===== config.mk =====
export PLATFORM = sky130hd
export DESIGN_NAME = sdpram_fifo
export DESIGN_NICKNAME = d
export VERILOG_FILES = /design/src/rtl/sdpram_fifo.sv
export SDC_FILE = /design/constraint.sdc
export NUM_CORES = 2
export LEC_CHECK = 0
export BUFFER_PORTS_ARGS = -buffer_cell sky130_fd_sc_hd__buf_4
export CELL_PAD_IN_SITES_DETAIL_PLACEMENT = 0
export CELL_PAD_IN_SITES_GLOBAL_PLACEMENT = 1
export CORE_MARGIN = 1.5
export CORE_UTILIZATION = 50
export CTS_CLUSTER_SIZE = 12
export DETAILED_ROUTE_END_ITERATION = 8
export GPL_ROUTABILITY_DRIVEN = 0
export PLACE_DENSITY = 0.76
export SETUP_SLACK_MARGIN = 0.2
export SYNTH_ARGS = -nofsm -noshare
export SYNTH_HDL_FRONTEND = slang
export SYNTH_SLANG_ARGS = --single-unit

===== constraint.sdc =====
create_clock -name clock -period 3 [get_ports clock]
set_clock_uncertainty 0.15 [all_clocks]
set_input_delay 0.3 -clock clock [delete_from_list [all_inputs] [get_ports clock]]
set_output_delay 0.3 -clock clock [all_outputs]
set_load 0.01 [all_outputs]

===== src/rtl/sdpram_fifo.sv =====
// sdpram_fifo: single-clock FIFO built on an inferred simple-dual-port RAM
// with one write port and one registered read port. The read port has no
// fall-through: a word shows up on rd_data one cycle after its read is
// accepted, and rd_valid marks that cycle.
//
// Optional feature macro: SDPRAM_FIFO_ERR_EN
//   defined   -> sticky overflow/underflow flags (cleared by clear or reset)
//   undefined -> overflow/underflow tied to 0, no flops
//
// Ports:
//   clock        in   sole clock, rising edge
//   reset_n      in   asynchronous active-low reset
//   clear        in   synchronous flush (beats wr_en/rd_en)
//   wr_en        in   write request
//   wr_data      in   write word [width_a]
//   rd_en        in   read request
//   rd_data      out  registered read word [width_a]
//   rd_valid     out  rd_data was loaded by the previous edge
//   full         out  level == depth
//   empty        out  level == 0
//   almost_full  out  level >= depth - af_margin
//   level        out  stored word count [widthad_a+1]
//   overflow     out  sticky: write attempted while full
//   underflow    out  sticky: read attempted while empty
module sdpram_fifo #(
  parameter int widthad_a = 8,
  parameter int width_a   = 8,
  parameter int af_margin = 2
) (
  input  logic                 clock,
  input  logic                 reset_n,
  input  logic                 clear,
  input  logic                 wr_en,
  input  logic [width_a-1:0]   wr_data,
  input  logic                 rd_en,
  output logic [width_a-1:0]   rd_data,
  output logic                 rd_valid,
  output logic                 full,
  output logic                 empty,
  output logic                 almost_full,
  output logic [widthad_a:0]   level,
  output logic                 overflow,
  output logic                 underflow
);

  localparam int DEPTH = 1 << widthad_a;
  localparam logic [widthad_a:0]   DEPTH_LVL = (widthad_a+1)'(DEPTH);
  // A margin at or beyond the depth makes almost_full permanently true.
  localparam int AF_THR = (af_margin >= DEPTH) ? 0 : (DEPTH - af_margin);
  localparam logic [widthad_a:0]   AF_LVL    = (widthad_a+1)'(AF_THR);
  localparam logic                 AF_RST    = (AF_THR == 0);
  localparam logic [widthad_a-1:0] PTR_ONE   = widthad_a'(1'b1);
  localparam logic [widthad_a:0]   LVL_ONE   = (widthad_a+1)'(1'b1);
  localparam logic [widthad_a:0]   LVL_ZERO  = '0;

  logic [width_a-1:0]   mem_r [DEPTH];
  logic [widthad_a-1:0] wr_ptr_r;
  logic [widthad_a-1:0] rd_ptr_r;
  logic [widthad_a:0]   level_r;
  logic [widthad_a:0]   level_nxt_s;
  logic                 full_r;
  logic                 empty_r;
  logic                 af_r;
  logic                 rd_valid_r;
  logic [width_a-1:0]   rd_data_r;
  logic                 wr_acc_s;
  logic                 rd_acc_s;

  // Acceptance uses the registered flags only, so a same-cycle read never
  // frees room for a write and a same-cycle write never feeds a read.
  assign wr_acc_s = wr_en && !full_r  && !clear;
  assign rd_acc_s = rd_en && !empty_r && !clear;

  // Next stored-word count from the accepted write/read pair.
  always_comb begin
    level_nxt_s = level_r;
    case ({wr_acc_s, rd_acc_s})
      2'b10:   level_nxt_s = level_r + LVL_ONE;
      2'b01:   level_nxt_s = level_r - LVL_ONE;
      default: level_nxt_s = level_r;
    endcase
  end

  // Storage write port; the array is deliberately not reset.
  always_ff @(posedge clock) begin
    if (wr_acc_s) begin
      mem_r[wr_ptr_r] <= wr_data;
    end
  end

  // Registered read port; holds its value whenever no read is accepted.
  always_ff @(posedge clock or negedge reset_n) begin
    if (!reset_n) begin
      rd_data_r <= '0;
    end else if (rd_acc_s) begin
      rd_data_r <= mem_r[rd_ptr_r];
    end else begin
      rd_data_r <= rd_data_r;
    end
  end

  // Pointers, level and status flags, all derived from the same next level
  // so they always agree within a cycle.
  always_ff @(posedge clock or negedge reset_n) begin
    if (!reset_n) begin
      wr_ptr_r   <= '0;
      rd_ptr_r   <= '0;
      level_r    <= LVL_ZERO;
      full_r     <= 1'b0;
      empty_r    <= 1'b1;
      af_r       <= AF_RST;
      rd_valid_r <= 1'b0;
    end else if (clear) begin
      wr_ptr_r   <= '0;
      rd_ptr_r   <= '0;
      level_r    <= LVL_ZERO;
      full_r     <= 1'b0;
      empty_r    <= 1'b1;
      af_r       <= AF_RST;
      rd_valid_r <= 1'b0;
    end else begin
      wr_ptr_r   <= wr_acc_s ? (wr_ptr_r + PTR_ONE) : wr_ptr_r;
      rd_ptr_r   <= rd_acc_s ? (rd_ptr_r + PTR_ONE) : rd_ptr_r;
      level_r    <= level_nxt_s;
      full_r     <= (level_nxt_s == DEPTH_LVL);
      empty_r    <= (level_nxt_s == LVL_ZERO);
      af_r       <= (level_nxt_s >= AF_LVL);
      rd_valid_r <= rd_acc_s;
    end
  end

`ifdef SDPRAM_FIFO_ERR_EN
  logic overflow_r;
  logic underflow_r;

  // Sticky error flags; any attempt counts, accepted or not.
  always_ff @(posedge clock or negedge reset_n) begin
    if (!reset_n) begin
      overflow_r  <= 1'b0;
      underflow_r <= 1'b0;
    end else if (clear) begin
      overflow_r  <= 1'b0;
      underflow_r <= 1'b0;
    end else begin
      overflow_r  <= overflow_r  || (wr_en && full_r);
      underflow_r <= underflow_r || (rd_en && empty_r);
    end
  end

  assign overflow  = overflow_r;
  assign underflow = underflow_r;
`else
  assign overflow  = 1'b0;
  assign underflow = 1'b0;
`endif

  assign rd_data     = rd_data_r;
  assign rd_valid    = rd_valid_r;
  assign full        = full_r;
  assign empty       = empty_r;
  assign almost_full = af_r;
  assign level       = level_r;

endmodule


## Word-level counts from Yosys, hierarchy flattened

Memory sizes are Yosys's and may differ from the RTL's. A register that Yosys moved wholly into a read port is not among the register bits.
Cells that the tools add are included.

- Register bits: 29
- Bits in writable memories: 2,048
- Input bits: 13
- Output and inout bits: 23
- Word-level logic and storage cells: 39
- Memories: 1

Memories:

| name | words | bits a word | rd ports | clocked after memory_dff | wr ports | line | RTL |
|---|---|---|---|---|---|---|---|
| mem_r | 256 | 8 | 1 | 1 | 1 | 56 | `logic [width_a-1:0] mem_r [DEPTH];` |

- Add/subtract/negate cells: 4
- $lt $le $gt $ge: 1
- Equal/unequal tests: 3
- Muxes and demuxes: 12
- Reductions and logical operators: 11

Operator list:

| kind | count |
|---|---|
| $mux W8 | 4 |
| $pmux W9 S2 | 1 |
| $add A8 B1 Y8 const B | 2 |
| $add A9 B1 Y9 const B | 1 |
| $eq A9 B9 Y1 const B | 1 |
| $ge A9 B8 Y1 const B | 1 |
| $logic_not A9 Y1 | 1 |
| $mux W9 | 1 |
| $sub A9 B1 Y9 const B | 1 |
| $mux W1 | 6 |
| $logic_and A1 B1 Y1 | 4 |
| $logic_not A1 Y1 | 4 |
| $reduce_bool A2 Y1 | 2 |
| $eq A2 B1 Y1 const B | 1 |
| $eq A2 B2 Y1 const B | 1 |

## Depth between registers and ports, before layout

- Depth in word-level cells: 7
- Depth in mapped cells: 15
- Depth with buffers taken out: 12

## Worst setup path after synthesis

No wires, ideal clock.

- Kind: register to register
- From: reg full_r, in the netlist full
- To: reg af_r, in the netlist almost_full
- Setup time: 104 ps
- Arrival: 3,174 ps
- Path slack: -428 ps
- Cell stages (with the launch flop): 15
- Path buffers: 3
- Clock period less this slack: 3,428 ps
- Cell sequence: dfrtp_1 nand2b_1 buf_2 clkbuf_1 nor2_1 clkbuf_1 inv_1 ha_1 o21ai_0 a21o_1 a21oi_1 a2111o_1 xnor2_2 or4b_1 o41ai_2

- Cells in the longest elaborated chain, start to end: 7

Ends and longest elaborated chain:

| what | line | RTL |
|---|---|---|
| start, declared | 61 | `logic full_r;` |
| start signal, assigned | 125 | `full_r <= (level_nxt_s == DEPTH_LVL);` |
| $logic_not A1 Y1 (*) | 71 | `assign wr_acc_s = wr_en && !full_r && !clear;` |
| $logic_and A1 B1 Y1 (*) (2 in series) | 71 |  |
| $eq A2 B1 Y1 or $eq A2 B2 Y1 (tied branches) | 77 | `case ({wr_acc_s, rd_acc_s})` |
| $pmux W9 S2 (*) | 77 |  |
| $ge A9 B8 Y1 (*) | 127 | `af_r <= (level_nxt_s >= AF_LVL);` |
| $mux W1 (*) | 113 | `end else if (clear) begin` |
| end signal, assigned | 127 |  |
| end, declared | 63 | `logic af_r;` |

Every way passes the cells marked *; elsewhere a longest branch is shown, timed or not.
A chain may end at the register's enable or synchronous reset.

==> run metrics <==
outcome=finished with violations; failing checks=negative setup slack; I/O pin total=36; buffer depth of the longest clock path=3; dominant synthesized flop cell=edfxtp_1; Max-Cap Viols=0; Multi-input gate area=0.0188 sq mm; initial antenna violation count=4; Pwr Density=611 mW/mm^2; Pleak=between 0.03 and 0.04 uW; # placed instances=between 6000 and 7000; endpoint class of the critical path=register; critical path's largest stage delay=0.55 ns; endpoints failing hold=0; fraction of registers with async set/reset=0.0177; core area=0.162 sq mm; non-filler cells, final=7249; Yosys cell types=77; Final Setup Violations=8; clock-pin slew on the worst setup and hold paths=roughly 0.060 ns; EDFF count, synth=~2000; FMAX=roughly 320 MHz; number of remaining DRC errors=0; Yosys reg bits=roughly 2100; Die X=around 410 um; Routed Antenna Nets=0; area grow syn2layout=19.7%; Crit path max-delay family=multiplexers; WHS=slightly above 0.3 ns; Critical Path Source Type=register; Max FO, Critical Path=8; ratio of cells with drive above 1 in the final layout=0.309; Final Cycle Share=1.03; FP Rows=about 150; Synth area leader=edfxtp_1; Final nets=4963; hold crit path type=in2reg; RSZ-0062 raised after global routing=yes; routed len/inst=28.6 um; Worst VDD drop=0.000666 V; Syn. warnings=0; Root Buffer=clkbuf_16; gate count after technology mapping=around 4200; vias post-DR=about 44000; largest net degree at the start of global routing=106; cts bufs inserted=206; synthesized cell area=between 0.08 and 0.09 sq mm; gr ovfl total=0; CP cell instances=buf_12 -> buf_12 -> mux4_2 -> mux4_2 -> or3_1 -> o21ai_1 -> buf_4 -> a311o_1 -> o31ai_2; sequential fraction of the synthesis area=0.765; TritonCTS clock tree=done; Sink Count=2085; initial drt markers=5650; Slew HR=0.351; H-tree depth=4; Slowest-stage cell, CP=mux4_2; worst skew pair latency=about 0.88 ns; Final WS setup=-0.102 ns; Yosys top cell area share=0.753; synth top area cells=edfxtp_1 75%, mux4_2 11%, mux2i_1 3.5%; first-pass GRT wire length=around 300 mm; full die area=around 0.17 sq mm; PortBufs=33; Buf+Inv Stages, Crit Path=3; Die Y=407 um; 1st-pass router iterations=5; Post-Place Setup Slack=-0.465 ns; kind of critical path=reg2reg; vias per cell=just over 6; Slew Viols, Final=0; GRT Total Usage=0.252; register area=~0.062 sq mm; syn avg cell area=roughly 20 sq um; HPWL after DPL=between 100 and 150 mm; Final Critical Period=between 3 and 4 ns; Worst Tran Pin Value=0.974 ns; Initial Utilization=0.503; WP data arrival=about 3.7 ns; CP required=~3.6 ns; final WL=207 mm; number of fill cells=around 12000; vias in the first global route=~44000
==> state kept, by name, indices dropped and copies added (netlist names) <==
name         cells
full             1
mem_r         2048
wr_ptr_r         8
rd_data          8
level            9
almost_full      1
rd_valid         1
empty            1
rd_ptr_r         8
==> synth_stat cells, drive strengths merged, types with 16 or more instances <==
cell type  number
nand4          18
o22ai         120
a21oi          59
clkbuf        125
buf           135
edfxtp       2048
nor2b          17
o221ai         39
nor2          374
o21ai          45
nand3          72
a32oi          16
nand2         119
a22oi          59
nor3           29
mux2i         289
dfrtp          36
mux4          384
a221oi         20
==> what timing repair did <==
| action | in CTS | in global routing |
|---|---|---|
| pin swaps | 31 | 29 |
| hold buffers | 15 | 0 |
| cloned | 3 | 3 |
| setup endpoints to repair | 33 | 50 |
| resized for setup | 109 | 102 |
| setup buffers | 22 | 39 |
| endpoints found under the hold margin | 682 | 0 |
==> logic make-up after synthesis <==
family	count (synthesis)	synth area share
adder cells (fa/ha/maj)	7	0.00107
flip-flops	2085	0.765
multiplexers	674	0.141
AND/OR/NAND/NOR	693	0.0371
buffers and inverters	276	0.0160
AO/OA/AOI/OAI	439	0.0374
other	1	0.0000459
XOR/XNOR	20	0.00224
==> metrics by stage <==
stage,TNS [ns],cell area [sq um],utilization,power [uW]
after global routing,-0.743,97700,0.602,61300
after CTS,-0.151,96800,0.596,59900
after floorplan,0,81700,-,34600
final,-0.531,97700,0.602,59700
after detailed placement,-2.32,89700,0.552,36400
after global placement,-2.37,89700,0.552,36300
==> cell type report <==
cell class	count	share of cell area
Antenna cell	1	0.0000256
Clock inverter	62	0.00575
Inverter	16	0.000743
Tap cell	2175	0.0278
Timing Repair Buffer	799	0.0777
Sequential cell	2085	0.639
Clock buffer	276	0.0567
Multi-Input combinational cell	1835	0.192
==> per-layer routing <==
metal / track usage / wire, um / vias up
met1: 0.358 / 83400 / 22900
met3: 0.0521 / 19500 / 343
met4: 0.0831 / 6390 / 0
li1: - / - / 18700
met5: 0 / 0 / -
met2: 0.391 / 98100 / 2123
==> cell usage in the layout (no fill, tap or decap), drive strengths merged, types with 11 or more instances in the layout <==
master and count:
a221oi 20, nand4 18, nand3 72, clkinv 61, nand2 119, a31oi 11
nor2 374, a22oi 59, a21oi 59, nor3 29, o21ai 45, dlygate4sd3 14
inv 16, buf 776, dfrtp 36, xnor2 12, mux2i 289, o221ai 39
or3 13, clkbuf 283, edfxtp 2048, nor4 13, mux4 384, a32oi 16
o22ai 120, nor2b 17
==> path summary, 6_finish.rpt <==
kind	from	end	slack (ns)	depth (start not counted)
max	rd_ptr_r[0]	rd_data[7]	-0.10	9
min	clear	wr_ptr_r[0]	0.31	4
max reg2reg	rd_ptr_r[0]	rd_data[7]	-0.10	9
min reg2reg	rd_ptr_r[7]	rd_ptr_r[7]	0.40	2
max in group asynchronous	reset_n	level[7]	2.08	4
min in group asynchronous	reset_n	rd_ptr_r[0]	0.37	4
==> where the power goes <==
part,total [uW],internal (uW),switching [uW]
clock network,23600,13000,10600
registers,32200,32100,192
logic,3880,1820,2060
total,59700,46900,12900
==> tightest hold or removal path, delay by kind of cell <==
kind | cells | cell delay [ns]
and+or+nand+nor | 1 | 0.08
buffers and inverters | 3 | 0.91
(Power assumes the default switching activity.)
